$ cat config.mk
export PLATFORM = sky130hd
export DESIGN_NAME = mem_arbiter
export DESIGN_NICKNAME = d
export VERILOG_FILES = /design/src/rtl/mem_arbiter.sv
export SDC_FILE = /design/constraint.sdc
export NUM_CORES = 1
export LEC_CHECK = 0
export ABC_CLOCK_PERIOD_IN_PS = 1800
export CORE_MARGIN = 2
export CORE_UTILIZATION = 35
export CTS_BUF_LIST = sky130_fd_sc_hd__clkbuf_8
export DETAILED_ROUTE_END_ITERATION = 6
export MAX_ROUTING_LAYER = met4
export PLACE_DENSITY = 0.88
export REMOVE_ABC_BUFFERS = 1
export SETUP_SLACK_MARGIN = 0.02
export SLEW_MARGIN = 20
export SYNTH_ARGS = -nofsm -noshare
export SYNTH_HDL_FRONTEND = slang
export SYNTH_SLANG_ARGS = --single-unit
$ cat constraint.sdc
create_clock -name clk -period 1.8 [get_ports clk]
set_input_delay 0.36 -clock clk [delete_from_list [all_inputs] [get_ports clk]]
set_output_delay 0.36 -clock clk [all_outputs]
set_load 0.005 [all_outputs]
$ cat src/rtl/mem_arbiter.sv
// rtl/mem_arbiter.sv - single-port memory arbiter between fetch and memory stages (option: MEMARB_TIMEOUT_EN)
module mem_arbiter #(
   parameter int ADDR_W  = 16,
   parameter int DATA_W  = 16,
   parameter int TIMEOUT = 255
) (
   input  logic              clk,
   input  logic              rst_n,
   input  logic              if_req,
   input  logic [ADDR_W-1:0] if_addr,
   input  logic              if_flush,
   output logic [DATA_W-1:0] if_rdata,
   output logic              if_valid,
   input  logic              d_req,
   input  logic              d_we,
   input  logic [ADDR_W-1:0] d_addr,
   input  logic [DATA_W-1:0] d_wdata,
   output logic [DATA_W-1:0] d_rdata,
   output logic              d_valid,
   output logic              write_done,
   output logic              inst_stall,
   output logic              mem_stall,
   output logic              m_req,
   output logic              m_we,
   output logic [ADDR_W-1:0] m_addr,
   output logic [DATA_W-1:0] m_wdata,
   input  logic              m_ack,
   input  logic [DATA_W-1:0] m_rdata,
   output logic              arb_err
);

   typedef enum logic [1:0] {IDLE, D_BUSY, IF_BUSY, IF_DRAIN} state_t;

   state_t state;
   state_t state_next;
   logic   timeout;

   assign if_rdata = m_rdata;
   assign d_rdata  = m_rdata;

`ifdef MEMARB_TIMEOUT_EN
   localparam int CNT_W = ($clog2(TIMEOUT + 1) < 8) ? 8 : $clog2(TIMEOUT + 1);

   logic [CNT_W-1:0] wait_cnt;

   // Cycles the current memory request has been outstanding; restarts in IDLE.
   always_ff @(posedge clk or negedge rst_n) begin
      if (!rst_n)
         wait_cnt <= '0;
      else if (state == IDLE)
         wait_cnt <= '0;
      else
         wait_cnt <= wait_cnt + 1'b1;
   end

   // An ack in the last allowed cycle still completes normally.
   assign timeout = (state != IDLE) && !m_ack && (wait_cnt == CNT_W'(TIMEOUT - 1));

   // Sticky error flag, cleared only by reset.
   always_ff @(posedge clk or negedge rst_n) begin
      if (!rst_n)
         arb_err <= 1'b0;
      else if (timeout)
         arb_err <= 1'b1;
   end
`else
   assign timeout = 1'b0;
   assign arb_err = 1'b0;
`endif

   // State register.
   always_ff @(posedge clk or negedge rst_n) begin
      if (!rst_n)
         state <= IDLE;
      else
         state <= state_next;
   end

   // Next-state logic: data wins a tie, a flushed fetch drains its ack silently.
   always_comb begin
      state_next = state;
      case (state)
         IDLE: begin
            if (d_req)
               state_next = D_BUSY;
            else if (if_req && !if_flush)
               state_next = IF_BUSY;
         end
         D_BUSY: begin
            if (m_ack || timeout)
               state_next = IDLE;
         end
         IF_BUSY: begin
            if (m_ack || timeout)
               state_next = IDLE;
            else if (if_flush)
               state_next = IF_DRAIN;
         end
         IF_DRAIN: begin
            if (m_ack || timeout)
               state_next = IDLE;
         end
         default: state_next = IDLE;
      endcase
   end

   // Completion pulses and stall levels for the pipeline hazard logic.
   always_comb begin
      d_valid  = 1'b0;
      if_valid = 1'b0;
      case (state)
         D_BUSY:  d_valid  = m_ack;
         IF_BUSY: if_valid = m_ack && !if_flush;
         default: ;
      endcase
      write_done = d_valid && m_we;
      inst_stall = if_req && !if_valid;
      mem_stall  = d_req && !d_valid;
   end

   // Memory request registers: captured on grant, held stable until the transaction ends.
   always_ff @(posedge clk or negedge rst_n) begin
      if (!rst_n) begin
         m_req   <= 1'b0;
         m_we    <= 1'b0;
         m_addr  <= '0;
         m_wdata <= '0;
      end else begin
         m_req <= (state_next != IDLE);
         if (state == IDLE) begin
            if (d_req) begin
               m_we    <= d_we;
               m_addr  <= d_addr;
               m_wdata <= d_wdata;
            end else if (if_req && !if_flush) begin
               m_we   <= 1'b0;
               m_addr <= if_addr;
            end
         end
      end
   end

endmodule

==> metrics <==
hold slack=between 0.02 and 0.03 ns; commonest non-fill, non-tap cell in the layout=clkdlybuf4s50_1; status=completed; DPL Wire Length=between 3000 and 4000 um; routed wl met3=568 um; Met1 Routed Length=roughly 1900 um; Die Area=a little under 6000 um2; YS warnings=0; GP Congestion=0.738; final wirelength=4750 um; Final Setup Violations=0; initial antenna violation count=0; Yosys cell types=21; Final Hold Fails=0; Clock Tree Buf Depth=2; critical path arrival=~1.3 ns; clk_lat worst skew=~0.28 ns; most frequent cells in the layout=clkdlybuf4s50_1, mux2_2, dfrtp_1; period utilization=between 90% and 100%; DR WL/cell=between 15 and 20 um; Placed Area=between 2000 and 3000 um2; worst hold path type=input port to asynchronous set/reset pin; crit path time final=1.66 ns; Initial DRT Pass Iterations=4; Die Span Y=around 77 um; vias in the first global route=1,413; first-pass GRT wire length=7470 um; cts bufs inserted=5; DRC Markers=0; critical path data required time=about 1.4 ns; ys async rst share=100%; largest net degree at the start of global routing=37; GRT Total Usage=~17%; DR top layer=met4; Synth Flop Type=dfrtp_1; Inserted Diodes=0; total of max-cap violations=0; wire length on met2=approximately 2200 um; RSZ-0062 raised after global routing=no; clock sinks=36; Yosys top cell area share=between 40% and 50%; Core Rows=26; Synth area leader=dfrtp_1; Peak VDD IR=648 uV; Worst-path clk slew=0.08 ns; Max Fanout on Critical Path=2; area delta synth->final=50.4%; Slew Limit Fails=0; pwr/cell area=roughly 1100 nW/um2; EDFF count, synth=0; Setup Crit Path Kind=register to output pin; vias post-DR=between 1,000 and 1,500; post-route cell area=roughly 2800 um2; Buffers on Ports=93; layout cell share with drive strength beyond 1=33.0%; Core Area=slightly above 5000 um2; die width=between 70 and 80 um; area of the mapped netlist=roughly 1900 um2; synthesized area per cell=approximately 13 um2; flops & latches, synth=36; initial core utilization=36.4%; hold buffers post-CTS=0; leakage power=about 1.2 nW; Synth area leaders=dfrtp_1, mux2_2, buf_4; fmax=~600 MHz; Antenna Violating Nets Remaining=0; clock root buffer=clkbuf_8; Synth Instances=roughly 140; drt initial violations=58; total gr overflow=0; sequential cell area fraction in the yosys report=between 40% and 50%; CTS tree=built; H-tree levels=2; Worst Clk Skew=between 0.007 and 0.008 ns; final net count=roughly 290; I/O pin count=143; Startpoint Class=register; Critical Path Sink Type=output pin; post-DR vias/cell=~4.6
-- sequential cells by signal, indices dropped and copies added, names as in the netlist --
signal and cells:
state 2, m_we 1, m_addr 16, m_req 1, m_wdata 16
-- timing repair --
action,CTS,global route
buffers inserted,3,0
pin swaps,2,1
gates resized for setup,9,2
setup endpoints to repair,5,1
-- report_power, final --
group          leakage (nW)  total (W)  switching (W)  internal (W)
registers             0.423    0.00121       0.000131       0.00108
logic                 0.693    0.00120       0.000340      0.000862
clock network        0.0479   0.000559       0.000290      0.000270
total                  1.16    0.00297       0.000760       0.00221
-- stage by stage --
step	TNS (ns)	utilization (%)	total power, W	setup WS, ns	instances
after floorplan	0	-	0.00161	0.291	103
after global placement	-2.98	52.8	0.00241	-0.213	276
after detailed placement	-2.66	52.8	0.00244	-0.246	276
after CTS	0	54.9	0.00302	0.0298	287
after global routing	0	54.8	0.00314	0.0711	285
final	0	54.8	0.00297	0.136	285
-- routing by layer --
metal	vias to the layer above	GRT usage, %
li1	594	-
met1	643	19.6
met2	79	24.6
met3	6	10.6
met4	0	4.91
met5	-	-
-- logic make-up after synthesis --
family | share of synthesized area, %
and+or+nand+nor | 4.58
buffers and inverters | 15.8
muxes | 29.6
other | 0.202
DFF | 48.5
AOI/OAI and AO/OA | 1.35
-- cell usage after synthesis, types with 2 or more instances --
cell     count
mux2_2      48
dfrtp_1     36
nand2_1      2
nor2b_1      3
buf_4       35
buf_6        2
-- layout make-up --
type / instances / area [um2]
fillers: 440 / 2310
repair buffers: 104 / 1040
flip-flops and latches: 36 / 901
multi-input cells: 66 / 677
well taps: 70 / 87.6
clock buffers: 5 / 68.8
clock inverters: 3 / 18.8
inverters: 1 / 3.75
-- path summary, 6_finish.rpt --
path	start	endpoint	slack, ns	depth (start not counted)
hold reg to reg	m_wdata[2]	m_wdata[2]	0.51	1
min in group clk	m_wdata[2]	m_wdata[2]	0.51	1
setup / recovery	state[0]	inst_stall	0.14	4
max in group asynchronous	rst_n	m_addr[15]	1.59	2
setup reg to reg	state[0]	m_addr[5]	0.24	6
hold / removal	rst_n	m_wdata[10]	0.03	2
-- critical path, stage by stage (launching register included) --
cell           delay (ns)
dfrtp_1              0.38
buf_4                0.15
nor3_4               0.18
nor2b_1              0.07
dlygate4sd2_1        0.26
Note: power is estimated with default switching activity, not from simulation.
